**config.mk**
```make
export PLATFORM = sky130hd
export DESIGN_NAME = epl_accumulator_flat
export DESIGN_NICKNAME = d
export VERILOG_FILES = /design/src/rtl/epl_accumulator_if.sv /design/src/rtl/epl_accumulator.sv /design/src/flat_wrapper.sv
export SDC_FILE = /design/constraint.sdc
export NUM_CORES = 1
export LEC_CHECK = 0
export ABC_AREA = 1
export CORE_UTILIZATION = 46
export DETAILED_ROUTE_END_ITERATION = 8
export GPL_TIMING_DRIVEN = 1
export MAX_ROUTING_LAYER = met4
export PLACE_DENSITY = 0.74
export SYNTH_ARGS = -nofsm -noshare
export SYNTH_HDL_FRONTEND = slang
export SYNTH_SLANG_ARGS = --single-unit
```
**constraint.sdc**
```tcl
create_clock -name clk -period 3.4 [get_ports clk]
set_input_delay 0.34 -clock clk [delete_from_list [all_inputs] [get_ports clk]]
set_output_delay 0.34 -clock clk [all_outputs]
set_load 0.005 [all_outputs]
```
**src/rtl/epl_accumulator_if.sv**
```systemverilog
// epl_accumulator_if: sample/chip inputs and latched correlation results of one tracking channel
interface epl_accumulator_if #(
  parameter int IN_W  = 3,
  parameter int ACC_W = 16
);
  logic acc_clear, sample_enable, early, prompt, late, dump_enable, read_ack;
  logic signed [IN_W-1:0] i_sample, q_sample;
  logic signed [ACC_W-1:0] i_early, q_early, i_prompt, q_prompt, i_late, q_late;
  logic accum_valid, overrun, saturated;
  logic [7:0] dump_count;
  modport master (
    output acc_clear, sample_enable, i_sample, q_sample, early, prompt, late, dump_enable, read_ack,
    input  i_early, q_early, i_prompt, q_prompt, i_late, q_late, accum_valid, overrun, saturated, dump_count
  );
  modport slave (
    input  acc_clear, sample_enable, i_sample, q_sample, early, prompt, late, dump_enable, read_ack,
    output i_early, q_early, i_prompt, q_prompt, i_late, q_late, accum_valid, overrun, saturated, dump_count
  );
endinterface

```
**src/rtl/epl_accumulator.sv**
```systemverilog
// epl_accumulator: early/prompt/late I/Q correlator with saturating integrate-and-dump
module epl_accumulator #(
  parameter int IN_W  = 3,
  parameter int ACC_W = 16
) (
  input logic clk,
  input logic rst,
  epl_accumulator_if.slave bus
);
  localparam logic [ACC_W-1:0] MAX_V = {1'b0, {(ACC_W-1){1'b1}}};
  localparam logic [ACC_W-1:0] MIN_V = {1'b1, {(ACC_W-1){1'b0}}};
  logic signed [ACC_W-1:0] acc_q [6];
  logic signed [ACC_W-1:0] acc_d [6];
  logic signed [ACC_W-1:0] out_q [6];
  logic signed [ACC_W-1:0] out_d [6];
  logic signed [ACC_W-1:0] ext [6];
  logic signed [ACC_W-1:0] prod [6];
  logic signed [ACC_W-1:0] sum [6];
  logic [5:0] clip;
  logic [2:0] chips;
  logic sat_q, sat_d, valid_q, valid_d, overrun_q, overrun_d, saturated_q, saturated_d;
  logic [7:0] count_q, count_d;
  function automatic logic [ACC_W:0] sat_add(input logic signed [ACC_W-1:0] a, input logic signed [ACC_W-1:0] b);
    logic signed [ACC_W:0] s;
    s = {a[ACC_W-1], a} + {b[ACC_W-1], b};
    return (s[ACC_W] != s[ACC_W-1]) ? {1'b1, s[ACC_W] ? MIN_V : MAX_V} : {1'b0, s[ACC_W-1:0]};
  endfunction
  assign chips = {bus.late, bus.prompt, bus.early};
  // Arms ordered i_early, q_early, i_prompt, q_prompt, i_late, q_late; chip 0 negates the widened sample
  for (genvar g = 0; g < 6; g++) begin : arm
    assign ext[g] = ACC_W'((g % 2 == 1) ? bus.q_sample : bus.i_sample);
    assign prod[g] = chips[g/2] ? ext[g] : -ext[g];
    assign {clip[g], sum[g]} = bus.sample_enable ? sat_add(acc_q[g], prod[g]) : {1'b0, acc_q[g]};
  end
  // Next state: clear beats dump beats plain accumulate; ack always refers to the data already latched
  always_comb begin
    acc_d = acc_q;
    out_d = out_q;
    sat_d = sat_q;
    valid_d = valid_q;
    overrun_d = overrun_q;
    saturated_d = saturated_q;
    count_d = count_q;
    if (bus.acc_clear) begin
      acc_d = '{default: '0};
      sat_d = 1'b0;
      valid_d = 1'b0;
      overrun_d = 1'b0;
      saturated_d = 1'b0;
      count_d = 8'd0;
    end else begin
      if (bus.dump_enable) begin
        out_d = sum;
        saturated_d = sat_q | (|clip);
        acc_d = '{default: '0};
        sat_d = 1'b0;
        count_d = count_q + 8'd1;
      end else begin
        acc_d = sum;
        sat_d = sat_q | (|clip);
      end
      valid_d = bus.dump_enable | (valid_q & ~bus.read_ack);
      overrun_d = (bus.read_ack & valid_q) ? 1'b0 : overrun_q | (bus.dump_enable & valid_q);
    end
  end
  // State registers with synchronous reset
  always_ff @(posedge clk) begin
    if (rst) begin
      acc_q <= '{default: '0};
      out_q <= '{default: '0};
      sat_q <= 1'b0;
      valid_q <= 1'b0;
      overrun_q <= 1'b0;
      saturated_q <= 1'b0;
      count_q <= 8'd0;
    end else begin
      acc_q <= acc_d;
      out_q <= out_d;
      sat_q <= sat_d;
      valid_q <= valid_d;
      overrun_q <= overrun_d;
      saturated_q <= saturated_d;
      count_q <= count_d;
    end
  end
  assign bus.i_early = out_q[0];
  assign bus.q_early = out_q[1];
  assign bus.i_prompt = out_q[2];
  assign bus.q_prompt = out_q[3];
  assign bus.i_late = out_q[4];
  assign bus.q_late = out_q[5];
  assign bus.accum_valid = valid_q;
  assign bus.overrun = overrun_q;
  assign bus.saturated = saturated_q;
  assign bus.dump_count = count_q;
endmodule

```
**src/flat_wrapper.sv**
```systemverilog
// flat-port wrapper written by rule: the top's interface ports become plain ports
module epl_accumulator_flat 
#(
  parameter int IN_W  = 3,
  parameter int ACC_W = 16
)
  (clk, rst, bus_acc_clear, bus_sample_enable, bus_i_sample, bus_q_sample, bus_early, bus_prompt, bus_late, bus_dump_enable, bus_read_ack, bus_i_early, bus_q_early, bus_i_prompt, bus_q_prompt, bus_i_late, bus_q_late, bus_accum_valid, bus_overrun, bus_saturated, bus_dump_count);
  epl_accumulator_if #(.IN_W(IN_W), .ACC_W(ACC_W)) bus_i ();
  input logic clk;
  input logic rst;
  input wire logic [$bits(bus_i.acc_clear)-1:0] bus_acc_clear;
  input wire logic [$bits(bus_i.sample_enable)-1:0] bus_sample_enable;
  input wire logic [$bits(bus_i.i_sample)-1:0] bus_i_sample;
  input wire logic [$bits(bus_i.q_sample)-1:0] bus_q_sample;
  input wire logic [$bits(bus_i.early)-1:0] bus_early;
  input wire logic [$bits(bus_i.prompt)-1:0] bus_prompt;
  input wire logic [$bits(bus_i.late)-1:0] bus_late;
  input wire logic [$bits(bus_i.dump_enable)-1:0] bus_dump_enable;
  input wire logic [$bits(bus_i.read_ack)-1:0] bus_read_ack;
  output wire logic [$bits(bus_i.i_early)-1:0] bus_i_early;
  output wire logic [$bits(bus_i.q_early)-1:0] bus_q_early;
  output wire logic [$bits(bus_i.i_prompt)-1:0] bus_i_prompt;
  output wire logic [$bits(bus_i.q_prompt)-1:0] bus_q_prompt;
  output wire logic [$bits(bus_i.i_late)-1:0] bus_i_late;
  output wire logic [$bits(bus_i.q_late)-1:0] bus_q_late;
  output wire logic [$bits(bus_i.accum_valid)-1:0] bus_accum_valid;
  output wire logic [$bits(bus_i.overrun)-1:0] bus_overrun;
  output wire logic [$bits(bus_i.saturated)-1:0] bus_saturated;
  output wire logic [$bits(bus_i.dump_count)-1:0] bus_dump_count;
  assign bus_i.acc_clear = bus_acc_clear;
  assign bus_i.sample_enable = bus_sample_enable;
  assign bus_i.i_sample = bus_i_sample;
  assign bus_i.q_sample = bus_q_sample;
  assign bus_i.early = bus_early;
  assign bus_i.prompt = bus_prompt;
  assign bus_i.late = bus_late;
  assign bus_i.dump_enable = bus_dump_enable;
  assign bus_i.read_ack = bus_read_ack;
  assign bus_i_early = bus_i.i_early;
  assign bus_q_early = bus_i.q_early;
  assign bus_i_prompt = bus_i.i_prompt;
  assign bus_q_prompt = bus_i.q_prompt;
  assign bus_i_late = bus_i.i_late;
  assign bus_q_late = bus_i.q_late;
  assign bus_accum_valid = bus_i.accum_valid;
  assign bus_overrun = bus_i.overrun;
  assign bus_saturated = bus_i.saturated;
  assign bus_dump_count = bus_i.dump_count;
  epl_accumulator #(.IN_W(IN_W), .ACC_W(ACC_W)) u_core (.clk(clk), .rst(rst), .bus(bus_i));
endmodule
```
# --- Yosys cells after proc, flatten, opt, wreduce, memory -nomap -nowiden ---
# Index checks and enable logic that the tools add are counted.
totals:
  ff_bits: 204
  input_bits: 15
  output_inout_bits: 107
  elab_cells: 69
classes:
  add_sub_neg: 9
  n_eq_ne: 6
  n_mux: 24
  n_bitwise: 8
  reduce_logical: 5
ops:
  columns: ["op", "n"]
  rows:
  - ["$mux W17", 12]
  - ["$mux W16", 12]
  - ["$add A16 B16 Y17", 6]
  - ["$neg A3 Y16", 2]
  - ["$add A8 B1 Y8 const B", 1]
  - ["$ne A1 B1 Y1", 6]
  - ["$reduce_or A3 Y1", 2]
  - ["$reduce_or A6 Y1", 1]
  - ["$and A1 B1 Y1", 3]
  - ["$or A1 B1 Y1", 3]
  - ["$not A1 Y1", 2]
  - ["$reduce_and A2 Y1", 1]
  - ["$reduce_or A2 Y1", 1]

# --- Logic depth before layout (Yosys ltp) ---
logic_depth:
  ltp_word: 8
  ltp_mapped: 26
  ltp_nobuf: 25

# --- Least setup slack after synthesis ---
# Ideal clock, no wire load.
synth_path:
  path_type: "input to register"
  startpoint: "in bus_q_sample[0]"
  endpoint: "reg u_core.saturated_q, in the netlist u_core.bus.saturated"
  setup_time_ns: 0.123
  t_arrival_ns: 3.408
  required_time_ns: 3.277
  path_slack_ns: -0.131
  path_stages: 24
  path_buffers: 1
  path_cell_list: "inv_1 -> ha_1 -> inv_1 -> ha_1 -> inv_1 -> a21oi_1 -> ha_1 -> nand2_1 -> inv_1 -> nand2_1 -> nand3_1 -> nand2_1 -> nand2_1 -> nand2_1 -> nand2_1 -> a21oi_1 -> xor2_1 -> ha_1 -> buf_2 -> inv_1 -> nor4_1 -> nand3_1 -> a21oi_1 -> a21oi_1"
synth_between:
  elab_chain_len: 8
  word_cells_on_any_way: 18
  classes_between: "add/sub (4); eq/ne (3); mux (9); bitwise (1); reduce/logical (1)"
synth_rtl:
  columns: ["element", "line", "text"]
  rows:
  - ["from (decl)", "flat_wrapper.sv:14", "input wire logic [$bits(bus_i.q_sample)-1:0] bus_q_sample;"]
  - ["$neg A3 Y16", "epl_accumulator.sv:32", "assign prod[g] = chips[g/2] ? ext[g] : -ext[g];"]
  - ["$mux W16", "epl_accumulator.sv:32", null]
  - ["$add A16 B16 Y17", "epl_accumulator.sv:25", "s = {a[ACC_W-1], a} + {b[ACC_W-1], b};"]
  - ["$ne A1 B1 Y1", "epl_accumulator.sv:26", "return (s[ACC_W] != s[ACC_W-1]) ? {1'b1, s[ACC_W] ? MIN_V : MAX_V} : {1'b0, s[ACC_W-1:0]};"]
  - ["$mux W17", "epl_accumulator.sv:26", null]
  - ["$mux W17", "epl_accumulator.sv:33", "assign {clip[g], sum[g]} = bus.sample_enable ? sat_add(acc_q[g], prod[g]) : {1'b0, acc_q[g]};"]
  - ["$reduce_or A6 Y1 (*)", "epl_accumulator.sv:54", "saturated_d = sat_q | (|clip);"]
  - ["$or A1 B1 Y1 (*)", "epl_accumulator.sv:54", null]
  - ["to (signal assigned)", "epl_accumulator.sv:82", "saturated_q <= saturated_d;"]
  - ["to (decl)", "epl_accumulator.sv:21", "logic sat_q, sat_d, valid_q, valid_d, overrun_q, overrun_d, saturated_q, saturated_d;"]
# Every way passes the cells marked *; elsewhere a longest branch is shown, timed or not.
# A chain may end at the register's enable or synchronous reset.

# --- Worst setup path in the final report ---
layout_path:
  startpoint: "in bus_q_sample[1]"
  endpoint: "reg u_core.out_q, in the netlist u_core.bus.q_late[13]"
layout_between:
  elab_chain_len: 6
  word_cells_on_any_way: 7
  classes_between: "add/sub (2); eq/ne (1); mux (4)"
layout_rtl:
  columns: ["element", "line", "text"]
  rows:
  - ["$neg A3 Y16", "epl_accumulator.sv:32", null]
  - ["$mux W16 (*)", "epl_accumulator.sv:32", null]
  - ["$add A16 B16 Y17 (*)", "epl_accumulator.sv:25", null]
  - ["$mux W16 / $ne A1 B1 Y1 (equally long branches)", "epl_accumulator.sv:26", null]
  - ["$mux W17 (*)", "epl_accumulator.sv:26", null]
  - ["$mux W17 (*)", "epl_accumulator.sv:33", null]
  - ["to (signal assigned)", "epl_accumulator.sv:78", "out_q <= out_d;"]
  - ["to (decl)", "epl_accumulator.sv:14", "logic signed [ACC_W-1:0] out_q [6];"]
# Marks and branches as above.

==> impl_metrics.ini <==
[synthesis]
synth-xor-area-share_pct = 1.12
yosysSeqAreaShare_pct = 27.6
synthArstFlopShare_pct = 0
yosysMostFrequentCell = nand2_1
yosysWarnings = 0
ys_seq_elements = 204
synthTopCellsByCount = nand2_1 (537), inv_1 (304), dfxtp_1 (204)
synth-compound-area-share_pct = 14.3
synth_top_family_by_area = simple AND/OR/NAND/NOR gates
synth_cells = 2232
synthAdderAreaFrac_pct = 10.5
yosysTopAreaCell = dfxtp_1
synth_edf_count = 0
synth_mux_area_share_pct = 0
synth_top_area_share_pct = 27.6
ys_top_cells_by_area = dfxtp_1 (28%), nand2_1 (14%), ha_1 (9.7%)
synth.avg_cell_area_um2 = 6.64
syn_area_mm2 = 0.0148
synth_flop_cell = dfxtp_1
synthDistinctLibCells = 32
synth-simple-area-share_pct = 36.0
syn_nets = 2368

[placed_design]
place_congestion = 0.948
placement.io_buffers = 121
dp_hpwl_mm = 31.6
pre_cts_ws_ns = -1.32
dpl.cell_count = 3025

[route]
wl_per_cell_um = 14.0
drt_iter0_drc = 861
finalWirelength_mm = 43.1
drt.antenna.violating_nets = 0
vias = 15600
via_per_inst = 5.05
drc = 0
drtPass1Iterations = 5

[floorplan]
ioPinCount = 122
die_area_mm2 = 0.0329
fp.dieH_um = 181
core_mm2 = 0.0316
die_w_um = 181
num_rows = 65
initial_core_util_pct = 46.8

[setup_path]
ff2ff_path_depth = 16
slowest_delay_ns = 0.34
crit_top_cell = buf_4
endpoint_kind = flop
required_ns = 3.85
critical_path_class = input port to flop
critPathSlowestCell = ha_4
crit_path_start_kind = input port
crit_fanout = 3
cp.arrival_ns = 3.75

[clock_tree]
h-tree-depth = 1
clk_latency_ns = 0.52
cts_sinks = 204
cts_buffers = 24
clk_pin_slew_ns = 0.06
cts_buffer_depth = 3
cts_tree = built
cts_root_buf = clkbuf_16

[grt]
grt_pass1_wl_mm = 70.6
track_usage_pct = 26.4
grt-ovfl-total = 0
grt_pass1_vias = 15000
grt_max_degree = 127
antenna_found_initial = 0

[sta]
fin_crit_ns = 3.29
slew_headroom_pct = 19.9
setup_violations = 0
worstMarginPinSlew_ns = 1.20
finalHoldViolCount = 0
hold_ws_ns = 0.393
rsz0062_at_grt = true
fmaxAchievable_mhz = 304
layout_setup_ws_ns = 0.106
finClkSkew_ns = 0.0123
maxSlewViolCount = 0
layout_worst_path_cycle_share_pct = 96.9

[cells_and_area]
finalNonFillerCells = 3091
diodes = 0
fin_nets = 2807
fin_util_pct = 65.0
final_layout_size_suffix_gt1_share_pct = 31.2
area_growth_pct = 38.8

[power]
leakage_nw = 10.4
vdd_drop_max_uv = 337
pwr_density_cell_mw_per_mm2 = 415

[status]
status = complete, no violations

[worst_hold_path]
holdCritPathClass = input port to flop
holdPathStages = 4

[flow_run]
cap_violations = 0
final cells by class:
| cell class | count | area, µm² |
|---|---|---|
| clock buffer | 29 | 651 |
| clock inverter | 15 | 238 |
| fill | 2739 | 11100 |
| inverter | 317 | 1220 |
| multi-input combinational | 1633 | 9770 |
| sequential | 204 | 4080 |
| tap | 402 | 503 |
| timing repair buffer | 491 | 4090 |
final timing paths:
path / startpoint / end / slack, ns
setup / recovery: bus_q_sample[1] / u_core.bus.q_late[13] / 0.11
hold / removal: bus_sample_enable / u_core.acc_q[69] / 0.39
setup reg to reg: u_core.acc_q[64] / u_core.bus.saturated / 0.41
hold reg to reg: u_core.bus.dump_count[7] / u_core.bus.dump_count[7] / 0.46
registers in the layout, indices dropped and copies added, names as in the netlist, 8 cells and up:
signal	cells
u_core.bus.dump_count	8
u_core.bus.q_prompt	16
u_core.acc_q	96
u_core.bus.i_prompt	16
u_core.bus.i_late	16
u_core.bus.q_early	16
u_core.bus.i_early	16
u_core.bus.q_late	16
kinds of logic (layout without fill, tap and decap cells):
family,after synthesis,count (layout)
xor+xnor,19,19
compound gates,377,377
buf+inv,395,852
fa+ha+maj,121,121
flops,204,204
simple gates,1116,1116
routing by layer:
metal / routed length (µm) / global-route usage (%) / vias up
met5: 0 / - / -
met4: 1190 / 8.75 / 0
met2: 19400 / 41.9 / 352
li1: - / - / 8041
met1: 20800 / 35.3 / 7155
met3: 1820 / 2.55 / 73
worst max-delay path: cells and delay by family:
kind            cells  cell delay (ns)
compound gates      2             0.25
simple gates        9             0.74
buf+inv            16             1.82
fa+ha+maj           2             0.60
placed cells by master, fill, tap and decap left out, types with 7 or more instances in the layout:
| master | instances |
|---|---|
| nand2_1 | 508 |
| buf_4 | 357 |
| inv_1 | 278 |
| dfxtp_1 | 204 |
| nor2_1 | 173 |
| o21ai_0 | 142 |
| nand3_1 | 132 |
| a21oi_1 | 129 |
| clkdlybuf4s50_1 | 111 |
| nand2_2 | 95 |
| ha_1 | 88 |
| or2_2 | 82 |
| a21oi_2 | 78 |
| nand3_2 | 67 |
| inv_2 | 29 |
| ha_4 | 25 |
| clkbuf_16 | 25 |
| o21ai_1 | 19 |
| xor2_1 | 18 |
| nand4_1 | 17 |
| nor2_2 | 12 |
| buf_6 | 11 |
| nand3b_1 | 10 |
| nand3_4 | 7 |
| buf_12 | 7 |
per-stage QoR:
stage | setup TNS [ns] | power (mW) | area (µm²)
3_5_place_dp | -152.34 | 5.46 | 18900
3_3_place_gp | -139.00 | 5.40 | 18900
6_report | 0 | 8.53 | 20600
4_1_cts | 0 | 8.44 | 20000
2_1_floorplan | 0 | 4.29 | 14800
5_1_grt | -0.245 | 9.00 | 20600
timing repair:
item,CTS,global route
hold buffers,0,0
gates resized for setup,58,133
endpoints found under the setup margin,188,184
pin swaps,9,64
setup buffers,12,10
power breakdown:
group,switching [mW],internal [mW]
sequential,0.0786,2.52
combinational,1.65,1.38
clock,1.08,1.82
No activity file was read; power rests on OpenSTA's default activity.
